## src/rtl/ysyx_22050854_csr_pkg.sv

```systemverilog
// Shared constants for the ysyx_22050854 machine-mode CSR and trap unit:
// CSR addresses, csr_op encoding, interrupt cause codes and mstatus bit positions.
package ysyx_22050854_csr_pkg;

  localparam logic [11:0] CSR_MSTATUS  = 12'h300;
  localparam logic [11:0] CSR_MIE      = 12'h304;
  localparam logic [11:0] CSR_MTVEC    = 12'h305;
  localparam logic [11:0] CSR_MSCRATCH = 12'h340;
  localparam logic [11:0] CSR_MEPC     = 12'h341;
  localparam logic [11:0] CSR_MCAUSE   = 12'h342;
  localparam logic [11:0] CSR_MTVAL    = 12'h343;
  localparam logic [11:0] CSR_MIP      = 12'h344;
  localparam logic [11:0] CSR_MCYCLE   = 12'hB00;
  localparam logic [11:0] CSR_MINSTRET = 12'hB02;
  localparam logic [11:0] CSR_MHARTID  = 12'hF14;

  typedef enum logic [1:0] {
    CSR_OP_RD = 2'b00,
    CSR_OP_RW = 2'b01,
    CSR_OP_RS = 2'b10,
    CSR_OP_RC = 2'b11
  } csr_op_e;

  localparam logic [4:0] IRQ_MSI = 5'd3;
  localparam logic [4:0] IRQ_MTI = 5'd7;
  localparam logic [4:0] IRQ_MEI = 5'd11;

  localparam int MSTATUS_MIE    = 3;
  localparam int MSTATUS_MPIE   = 7;
  localparam int MSTATUS_MPP_LO = 11;

endpackage

```

## src/rtl/ysyx_22050854_csr_irq_arb.sv

```systemverilog
// Fixed-priority machine interrupt arbiter: MEI > MSI > MTI.
// Purely combinational; o_code is 0 when nothing is pending.
module ysyx_22050854_csr_irq_arb
  import ysyx_22050854_csr_pkg::*;
#(
  parameter int XLEN = 64
) (
  input  logic [XLEN-1:0] i_pend,
  output logic            o_any,
  output logic [4:0]      o_code
);

  localparam logic [XLEN-1:0] IRQ_BITS = XLEN'(12'h888);

  logic [XLEN-1:0] w_pend;

  assign w_pend = i_pend & IRQ_BITS;

  always_comb begin
    o_any  = |w_pend;
    o_code = '0;
    if (w_pend[IRQ_MEI])      o_code = IRQ_MEI;
    else if (w_pend[IRQ_MSI]) o_code = IRQ_MSI;
    else if (w_pend[IRQ_MTI]) o_code = IRQ_MTI;
  end

endmodule

```

## src/rtl/ysyx_22050854_csr_trap_unit.sv

```systemverilog
// Machine-mode CSR file with interrupt arbitration, trap entry/return and mcycle/minstret.
// CSR reads are combinational; the fetch redirect is a registered one-cycle pulse.
module ysyx_22050854_csr_trap_unit
  import ysyx_22050854_csr_pkg::*;
#(
  parameter int              XLEN        = 64,
  parameter logic [XLEN-1:0] RESET_MTVEC = 'h8000_0000,
  parameter logic [XLEN-1:0] HARTID      = '0,
  parameter bit              VECTORED_EN = 1'b1
) (
  input  logic            clock,
  input  logic            reset,
  input  logic            csr_valid,
  input  logic [1:0]      csr_op,
  input  logic [11:0]     csr_addr,
  input  logic [XLEN-1:0] csr_wsrc,
  output logic [XLEN-1:0] csr_rdata,
  output logic            csr_illegal,
  input  logic            exc_valid,
  input  logic [4:0]      exc_cause,
  input  logic [XLEN-1:0] exc_pc,
  input  logic [XLEN-1:0] exc_tval,
  input  logic            mret,
  input  logic            irq_window,
  input  logic [XLEN-1:0] boundary_pc,
  input  logic            instret,
  input  logic            msip,
  input  logic            mtip,
  input  logic            meip,
  output logic            redirect_valid,
  output logic [XLEN-1:0] redirect_pc,
  output logic            irq_taken
);

  localparam logic [XLEN-1:0] IRQ_BITS = XLEN'(12'h888);

  logic            r_mstatus_mie;
  logic            r_mstatus_mpie;
  logic [XLEN-1:0] r_mie;
  logic [XLEN-1:0] r_mtvec;
  logic [XLEN-1:0] r_mepc;
  logic [XLEN-1:0] r_mcause;
  logic [XLEN-1:0] r_mtval;
  logic [XLEN-1:0] r_mscratch;
  logic [XLEN-1:0] r_mcycle;
  logic [XLEN-1:0] r_minstret;
  logic            r_redirect_vld;
  logic [XLEN-1:0] r_redirect_pc;

  csr_op_e         w_op;
  logic [XLEN-1:0] w_mstatus;
  logic [XLEN-1:0] w_mip;
  logic [XLEN-1:0] w_pend;
  logic [XLEN-1:0] w_rdata;
  logic [XLEN-1:0] w_wval;
  logic [XLEN-1:0] w_base;
  logic [XLEN-1:0] w_irq_tgt;
  logic            w_mapped;
  logic            w_we;
  logic            w_irq_any;
  logic [4:0]      w_irq_code;

  assign w_op = csr_op_e'(csr_op);

  always_comb begin
    w_mstatus                      = '0;
    w_mstatus[MSTATUS_MIE]         = r_mstatus_mie;
    w_mstatus[MSTATUS_MPIE]        = r_mstatus_mpie;
    w_mstatus[MSTATUS_MPP_LO +: 2] = 2'b11;
    w_mip                          = '0;
    w_mip[IRQ_MSI]                 = msip;
    w_mip[IRQ_MTI]                 = mtip;
    w_mip[IRQ_MEI]                 = meip;
  end

  assign w_pend = w_mip & r_mie & {XLEN{r_mstatus_mie}};

  ysyx_22050854_csr_irq_arb #(.XLEN(XLEN)) u_irq_arb (
    .i_pend (w_pend),
    .o_any  (w_irq_any),
    .o_code (w_irq_code)
  );

  assign irq_taken = irq_window & w_irq_any & ~exc_valid;

  always_comb begin
    w_rdata  = '0;
    w_mapped = 1'b1;
    case (csr_addr)
      CSR_MSTATUS:  w_rdata = w_mstatus;
      CSR_MIE:      w_rdata = r_mie;
      CSR_MTVEC:    w_rdata = r_mtvec;
      CSR_MSCRATCH: w_rdata = r_mscratch;
      CSR_MEPC:     w_rdata = r_mepc;
      CSR_MCAUSE:   w_rdata = r_mcause;
      CSR_MTVAL:    w_rdata = r_mtval;
      CSR_MIP:      w_rdata = w_mip;
      CSR_MCYCLE:   w_rdata = r_mcycle;
      CSR_MINSTRET: w_rdata = r_minstret;
      CSR_MHARTID:  w_rdata = HARTID;
      default:      w_mapped = 1'b0;
    endcase
  end

  assign csr_rdata   = w_rdata;
  assign csr_illegal = ~w_mapped | ((csr_addr == CSR_MHARTID) & (w_op != CSR_OP_RD));

  always_comb begin
    w_wval = w_rdata;
    case (w_op)
      CSR_OP_RW: w_wval = csr_wsrc;
      CSR_OP_RS: w_wval = w_rdata | csr_wsrc;
      CSR_OP_RC: w_wval = w_rdata & ~csr_wsrc;
      default:   w_wval = w_rdata;
    endcase
  end

  // Any trap or mret in the same cycle swallows the CSR instruction entirely.
  assign w_we = csr_valid & (w_op != CSR_OP_RD) & ~csr_illegal & ~exc_valid & ~irq_taken & ~mret;

  assign w_base    = {r_mtvec[XLEN-1:2], 2'b00};
  assign w_irq_tgt = r_mtvec[0] ? (w_base + XLEN'({w_irq_code, 2'b00})) : w_base;

  always_ff @(posedge clock or posedge reset) begin
    if (reset) begin
      r_mstatus_mie  <= 1'b0;
      r_mstatus_mpie <= 1'b0;
      r_mie          <= '0;
      r_mtvec        <= RESET_MTVEC;
      r_mepc         <= '0;
      r_mcause       <= '0;
      r_mtval        <= '0;
      r_mscratch     <= '0;
      r_mcycle       <= '0;
      r_minstret     <= '0;
      r_redirect_vld <= 1'b0;
      r_redirect_pc  <= '0;
    end else begin
      r_redirect_vld <= exc_valid | irq_taken | mret;
      r_mcycle       <= r_mcycle + XLEN'(1);
      r_minstret     <= r_minstret + XLEN'(instret);
      if (exc_valid || irq_taken) begin
        r_mepc         <= (exc_valid ? exc_pc : boundary_pc) & ~XLEN'(3);
        r_mcause       <= exc_valid ? XLEN'(exc_cause)
                                    : ((XLEN'(1) << (XLEN - 1)) | XLEN'(w_irq_code));
        r_mtval        <= exc_valid ? exc_tval : '0;
        r_mstatus_mpie <= r_mstatus_mie;
        r_mstatus_mie  <= 1'b0;
        r_redirect_pc  <= exc_valid ? w_base : w_irq_tgt;
      end else if (mret) begin
        r_mstatus_mie  <= r_mstatus_mpie;
        r_mstatus_mpie <= 1'b1;
        r_redirect_pc  <= r_mepc;
      end else if (w_we) begin
        case (csr_addr)
          CSR_MSTATUS: begin
            r_mstatus_mie  <= w_wval[MSTATUS_MIE];
            r_mstatus_mpie <= w_wval[MSTATUS_MPIE];
          end
          CSR_MIE:      r_mie      <= w_wval & IRQ_BITS;
          CSR_MTVEC:    r_mtvec    <= {w_wval[XLEN-1:2], 1'b0, w_wval[0] & VECTORED_EN};
          CSR_MEPC:     r_mepc     <= {w_wval[XLEN-1:2], 2'b00};
          CSR_MCAUSE:   r_mcause   <= w_wval;
          CSR_MTVAL:    r_mtval    <= w_wval;
          CSR_MSCRATCH: r_mscratch <= w_wval;
          CSR_MCYCLE:   r_mcycle   <= w_wval;
          CSR_MINSTRET: r_minstret <= w_wval;
          default: ;
        endcase
      end
    end
  end

  assign redirect_valid = r_redirect_vld;
  assign redirect_pc    = r_redirect_pc;

endmodule

```

## config.mk

```make
export PLATFORM = sky130hd
export DESIGN_NAME = ysyx_22050854_csr_trap_unit
export DESIGN_NICKNAME = d
export VERILOG_FILES = /design/src/rtl/ysyx_22050854_csr_pkg.sv /design/src/rtl/ysyx_22050854_csr_irq_arb.sv /design/src/rtl/ysyx_22050854_csr_trap_unit.sv
export SDC_FILE = /design/constraint.sdc
export NUM_CORES = 2
export LEC_CHECK = 0
export CAP_MARGIN = 20
export CORE_MARGIN = 2
export CORE_UTILIZATION = 40
export CTS_CLUSTER_SIZE = 30
export DETAILED_ROUTE_END_ITERATION = 16
export HOLD_SLACK_MARGIN = 0.06
export PLACE_DENSITY_LB_ADDON = 0.12
export SYNTH_ARGS = -nofsm -noshare
export SYNTH_HDL_FRONTEND = slang
export SYNTH_SLANG_ARGS = --single-unit
```

## constraint.sdc

```tcl
create_clock -name clock -period 26.2 [get_ports clock]
set_clock_uncertainty 0.1 [all_clocks]
set_input_delay 7.86 -clock clock [delete_from_list [all_inputs] [get_ports clock]]
set_output_delay 7.86 -clock clock [all_outputs]
set_load 0.01 [all_outputs]
```

Word-level counts from Yosys, hierarchy flattened

Cells that the tools add are included.

Memories: 0
Output and inout port bits: 131
Memory bits (read-only): 0
Logic and storage cells: 111
Latch bits: 0
Bits in writable memories: 0
Register bits after elaboration: 517
Input port bits: 285

Div/mod/pow operators: 0
Magnitude comparators: 0
$add $sub $neg: 3
Eq/ne operators: 15
Shifts and indexed selects: 0
Multiplexer cells: 41
Bitwise gates (word level): 22
Multiply operators: 0
Reductions and logical operators: 18

Operators by type and width:

| cell                                            | number |
|---|---|
| two-way mux 64 bit                              | 27 |
| one-hot mux 64 bit (10 select lines)            | 1 |
| one-hot mux 64 bit (3 select lines)             | 1 |
| == test 12 x 10 -> 1 bit, second input constant | 8 |
| adder 64 x 1 -> 64 bit                          | 1 |
| adder 64 x 1 -> 64 bit, second input constant   | 1 |
| adder 64 x 7 -> 64 bit                          | 1 |
| AND 64 bit                                      | 1 |
| inverter 64 bit                                 | 1 |
| OR 64 bit                                       | 1 |
| == test 12 bit, second input constant           | 3 |
| AND 12 bit                                      | 2 |
| AND reduction 4 bit                             | 3 |
| nonzero test 2 bit                              | 6 |
| OR reduction 11 bit                             | 1 |
| two-way mux 5 bit                               | 2 |
| two-way mux 1 bit                               | 9 |
| AND reduction 3 bit                             | 3 |
| AND 1 bit                                       | 8 |
| inverter 1 bit                                  | 6 |
| nonzero test 3 bit                              | 2 |
| == test 2 bit, second input constant            | 2 |
| two-way mux 3 bit                               | 1 |
| OR 1 bit                                        | 3 |
| other kinds (5)                                 | 5 |

Depth between registers and ports, before layout

Depth after elaboration: 13
Gate-level depth with buffers: 13
Mapped depth without buffers: 12

By module

Synthesis repeated with hierarchy kept, for this count alone.

Cells, all modules: 3597
Area, all modules: 30334.1 um^2

Modules (own cells, without submodules):

| module                      | sequential area each (um^2) | cells each | area each (um^2) | instances |
|---|---|---|---|---|
| ysyx_22050854_csr_trap_unit | 12838.6                     | 3590       | 30286.5          | 1 |
| ysyx_22050854_csr_irq_arb   | 0.0                         | 7          | 47.5             | 1 |

Worst setup path before layout

Ideal clock, no wire load.

Path kind: in2out
Start point: input csr_addr[0]
End point: output csr_rdata[21]
Arrival time: 9.521 ns
Stages: 8
Setup slack: 8.719 ns
Path buffers: 3
Data required time: 18.240 ns
Path through: buf_2 > or4b_4 > buf_2 > buf_2 > nor4b_1 > a21oi_1 > a21oi_1 > a21o_1

Word-level cells in the longest chain between the ends: 2
Elaborated cells between the ends (all ways): 11

RTL lines:

| what                                                       | line                              | text |
|---|---|---|
| start: declaration                                         | ysyx_22050854_csr_trap_unit.sv:15 | `input logic [11:0] csr_addr,` |
| == test 12 bit or == test 12 x 10 -> 1 bit (tied branches) | ysyx_22050854_csr_trap_unit.sv:89 | `case (csr_addr)` |
| one-hot mux 64 bit (10 select lines) *                     | ysyx_22050854_csr_trap_unit.sv:89 |  |
| end: declaration                                           | ysyx_22050854_csr_trap_unit.sv:17 | `output logic [XLEN-1:0] csr_rdata,` |

Every way passes the cells marked *; elsewhere a longest branch is shown, timed or not.

Worst setup path after layout

Start point: input csr_addr[11]
End point: output csr_rdata[25]

Same word-level chain as after synthesis.

==> run_results.csv <==
group,metric,value,unit
yosys,synth-edff-count,0,
global_route,grt_pass1_vias,29209,
routing,drt_iter0_drc,3699,
yosys,synth_area_leaders,"dfrtp_1 (41%), o21ai_0 (4.5%), nand2_1 (4.5%), a21oi_1 (4.4%), mux2i_1 (4.3%)",
worst_setup_path,crit_path_max_fanout,37,
sta,fin_ws,5.69,ns
worst_setup_path,r2r_start,"r_mie[3]",
worst_setup_path,crit_path_start,"csr_addr[11]",
sta,setup_viol,0,
cts,cts-root-buf,"clkbuf_16",
global_route,grt.overflow.total,0,
outcome,status,"finished clean",
global_route,grt_antenna_before_repair,2,
routing,vias,31069,
sta,fin_crit_sh,78.3,%
routing,route.detailed.drc,0,
cts,cts_tree,"yes",
yosys,async_flop_share,100,%
final_layout,area_growth,23.3,%
worst_setup_path,crit_required,18.24,ns
routing,ant_nets,0,
sta,setup_tns,0,ns
die,ios,416,
worst_setup_path,startpoint_type,"input pin",
yosys,syn_avg_cell_area,9.01,um^2
final_layout,fillers,7419,
routing,routedWlPerCell,31.0,um
worst_setup_path,path_class,"input pin to primary output",
final_layout,final_common_cell,"dfrtp_1",
final_layout,drive_gt1_share,10.4,%
hold_path,hold_start,"r_mscratch[17]",
final_layout,layout_common_cells,"dfrtp_1 (512), clkdlybuf4s50_1 (402), nand2_1 (362), o21ai_0 (278), a21oi_1 (272)",
sta,finalHoldViolations,0,
sta,rsz0062_at_grt,"false",
placement,port_buffers,409,
hold_path,hold_class,"register to register",
cts,cts_buffers,59,
yosys,synth_fa_ha_area_share,0.347,%
cts,cts_buffer_depth,3,
sta,worst_slew_pin_slew,1.24,ns
final_layout,instances_no_fill,4836,
placement,place_ws,5.87,ns
cts,clk_pin_slew,0.06,ns
placement,gp_congestion,0.987,
worst_setup_path,end_kind,"primary output",
global_route,grt_usage,36.8,%
yosys,yosysTopAreaCell,"dfrtp_1",
global_route,grt_max_degree,164,
worst_setup_path,slowest_delay,0.99,ns
worst_setup_path,slowest_stage,"nor3_4",
yosys,ys_types,93,
die,fp.coreArea,0.0771,mm^2
cts,clock_sinks,513,
power_and_ir_drop,p_leak,15.2,nW
final_layout,multi_input_area,0.0170,mm^2
cts,clock_latency,0.65,ns
cts,cts_resized,0,
yosys,synthMuxAreaShare,9.18,%
global_route,grt_first_pass_wirelength,211000,um
yosys,synth_ff_type,"dfrtp_1",
yosys,synth_top_area_share,41.3,%
die,dieHeight,283,um
sta,slew_viol_final,0,
routing,dr.pass1.iters,8,
die,initial_utilization,40.3,%
sta,finalHoldWorstSlack,0.376,ns
yosys,synthesis.instances,3446,
placement,dp_hpwl,103000,um
worst_setup_path,rrSetupSlack,22.36,ns
power_and_ir_drop,ir_worst_vdd,54.4,uV
worst_setup_path,cp_cell_sequence,"clkdlybuf4s50_1, buf_4, nand4bb_1, nor3_4, buf_4, a222oi_1, o21ai_0, clkdlybuf4s50_1",
placement,placed_cells,4718,
yosys,synth_area,0.0310,mm^2
power_and_ir_drop,powerDensity,54.1,mW/mm^2
routing,vias_per_cell,6.42,
die,dieArea,0.0798,mm^2
routing,drt_wl_total,150000,um
die,core.rowCount,102,
flow_run,drv_cap,0,
yosys,synth-simple-area-share,18.8,%
yosys,synth_compound_area_share,20.1,%
die,die_w,283,um
sta,max_slew_margin,16.6,%
cts,holdBufCountCts,0,
final_layout,final_nets,4039,
yosys,synth_top_family_by_area,"compound AO/OA/AOI/OAI gates",
sta,timing.fmax,48.8,MHz
yosys,yosysSeqAreaShare,41.4,%
cts,post-cts-setup-buffer-count,0,
cts,h-tree-depth,2,
final_layout,seqCellArea,0.0128,mm^2
yosys,ys_seq_elements,513,
sta,layout_min_cycle_time,20.51,ns
worst_setup_path,cp.arrival,12.55,ns
yosys,yosys_warnings,0,
yosys,synth_xor_area_share,5.67,%
==> sequential cells by signal (all words and copies together), names as in the netlist <==
| name | count |
|---|---|
| r_mstatus_mie | 1 |
| r_mtvec | 63 |
| r_mscratch | 64 |
| r_mepc | 62 |
| redirect_valid | 1 |
| r_mcause | 64 |
| redirect_pc | 62 |
| r_minstret | 64 |
| r_mie | 3 |
| r_mstatus_mpie | 1 |
| r_mtval | 64 |
| r_mcycle | 64 |
==> worst max-delay path: cells and delay by family <==
kind                   cells  cell delay, ns
buffers and inverters      4            1.91
AND/OR/NAND/NOR            2            1.78
AO/OA/AOI/OAI              2            0.96
==> Yosys cell counts (15+ instances only) <==
cell	count
a211oi_1	79
a21oi_1	273
a221oi_1	20
a22oi_1	30
a31oi_1	18
a32oi_1	41
and2_1	33
and3_1	69
and4_1	20
buf_1	32
buf_2	60
clkbuf_1	159
dfrtp_1	512
inv_1	49
mux2_2	100
mux2i_1	134
mux4_2	17
nand2_1	369
nand2b_1	23
nand3_1	149
nand4_1	66
nor2_1	176
nor2b_1	50
nor3_1	95
nor4_1	27
o211ai_1	15
o21ai_0	279
o221ai_1	32
o22ai_1	74
xnor2_1	116
xor2_1	85
==> layer usage <==
layer,GRT usage [%],vias up,wire (um)
li1,-,13316,-
met1,46.7,15279,57000
met2,56.5,1981,65900
met3,7.71,493,15300
met4,24.9,0,12000
met5,0,-,0
==> metrics by stage <==
stage	cell area [um^2]	utilization (%)	power, mW
2_1_floorplan	31000	-	1.02
4_1_cts	38200	49.6	2.06
6_report	38300	49.6	2.07
3_5_place_dp	36200	46.9	1.19
3_3_place_gp	36200	46.9	1.18
5_1_grt	38300	49.6	2.12
==> path summary, 6_finish.rpt <==
path / endpoint / cells after the start
worst min register to register: r_mscratch[17] / 2
min in group asynchronous: r_mscratch[62] / 2
max in group asynchronous: redirect_pc[14] / 4
worst max register to register: r_mcause[27] / 7
worst max-delay path: csr_rdata[25] / 8
worst min-delay path: r_mscratch[17] / 2
==> where the power goes <==
| group | switching (mW) | internal [mW] | leakage, nW |
|---|---|---|---|
| Clock | 0.371 | 0.517 | 0.986 |
| Combinational | 0.186 | 0.127 | 7.63 |
| Sequential | 0.0391 | 0.829 | 6.54 |
==> cell type report <==
class / count / share of cell area [%]
flip-flops and latches: 513 / 33.5
well taps: 1040 / 3.40
clock buffers: 84 / 4.42
multi-input cells: 2609 / 44.5
repair buffers: 511 / 12.7
clock inverters: 25 / 0.896
diodes: 2 / 0.0131
inverters: 52 / 0.530
==> logic make-up (layout without fill, tap and decap cells) <==
group | Yosys count | after routing
buffers and inverters | 325 | 672
adders and majority gates | 8 | 8
muxes | 251 | 251
DFF | 513 | 513
AOI/OAI and AO/OA | 997 | 997
and+or+nand+nor | 1150 | 1150
xor gates and xnor gates | 201 | 201
other | 1 | 4
Note: power is estimated with default switching activity, not from simulation.
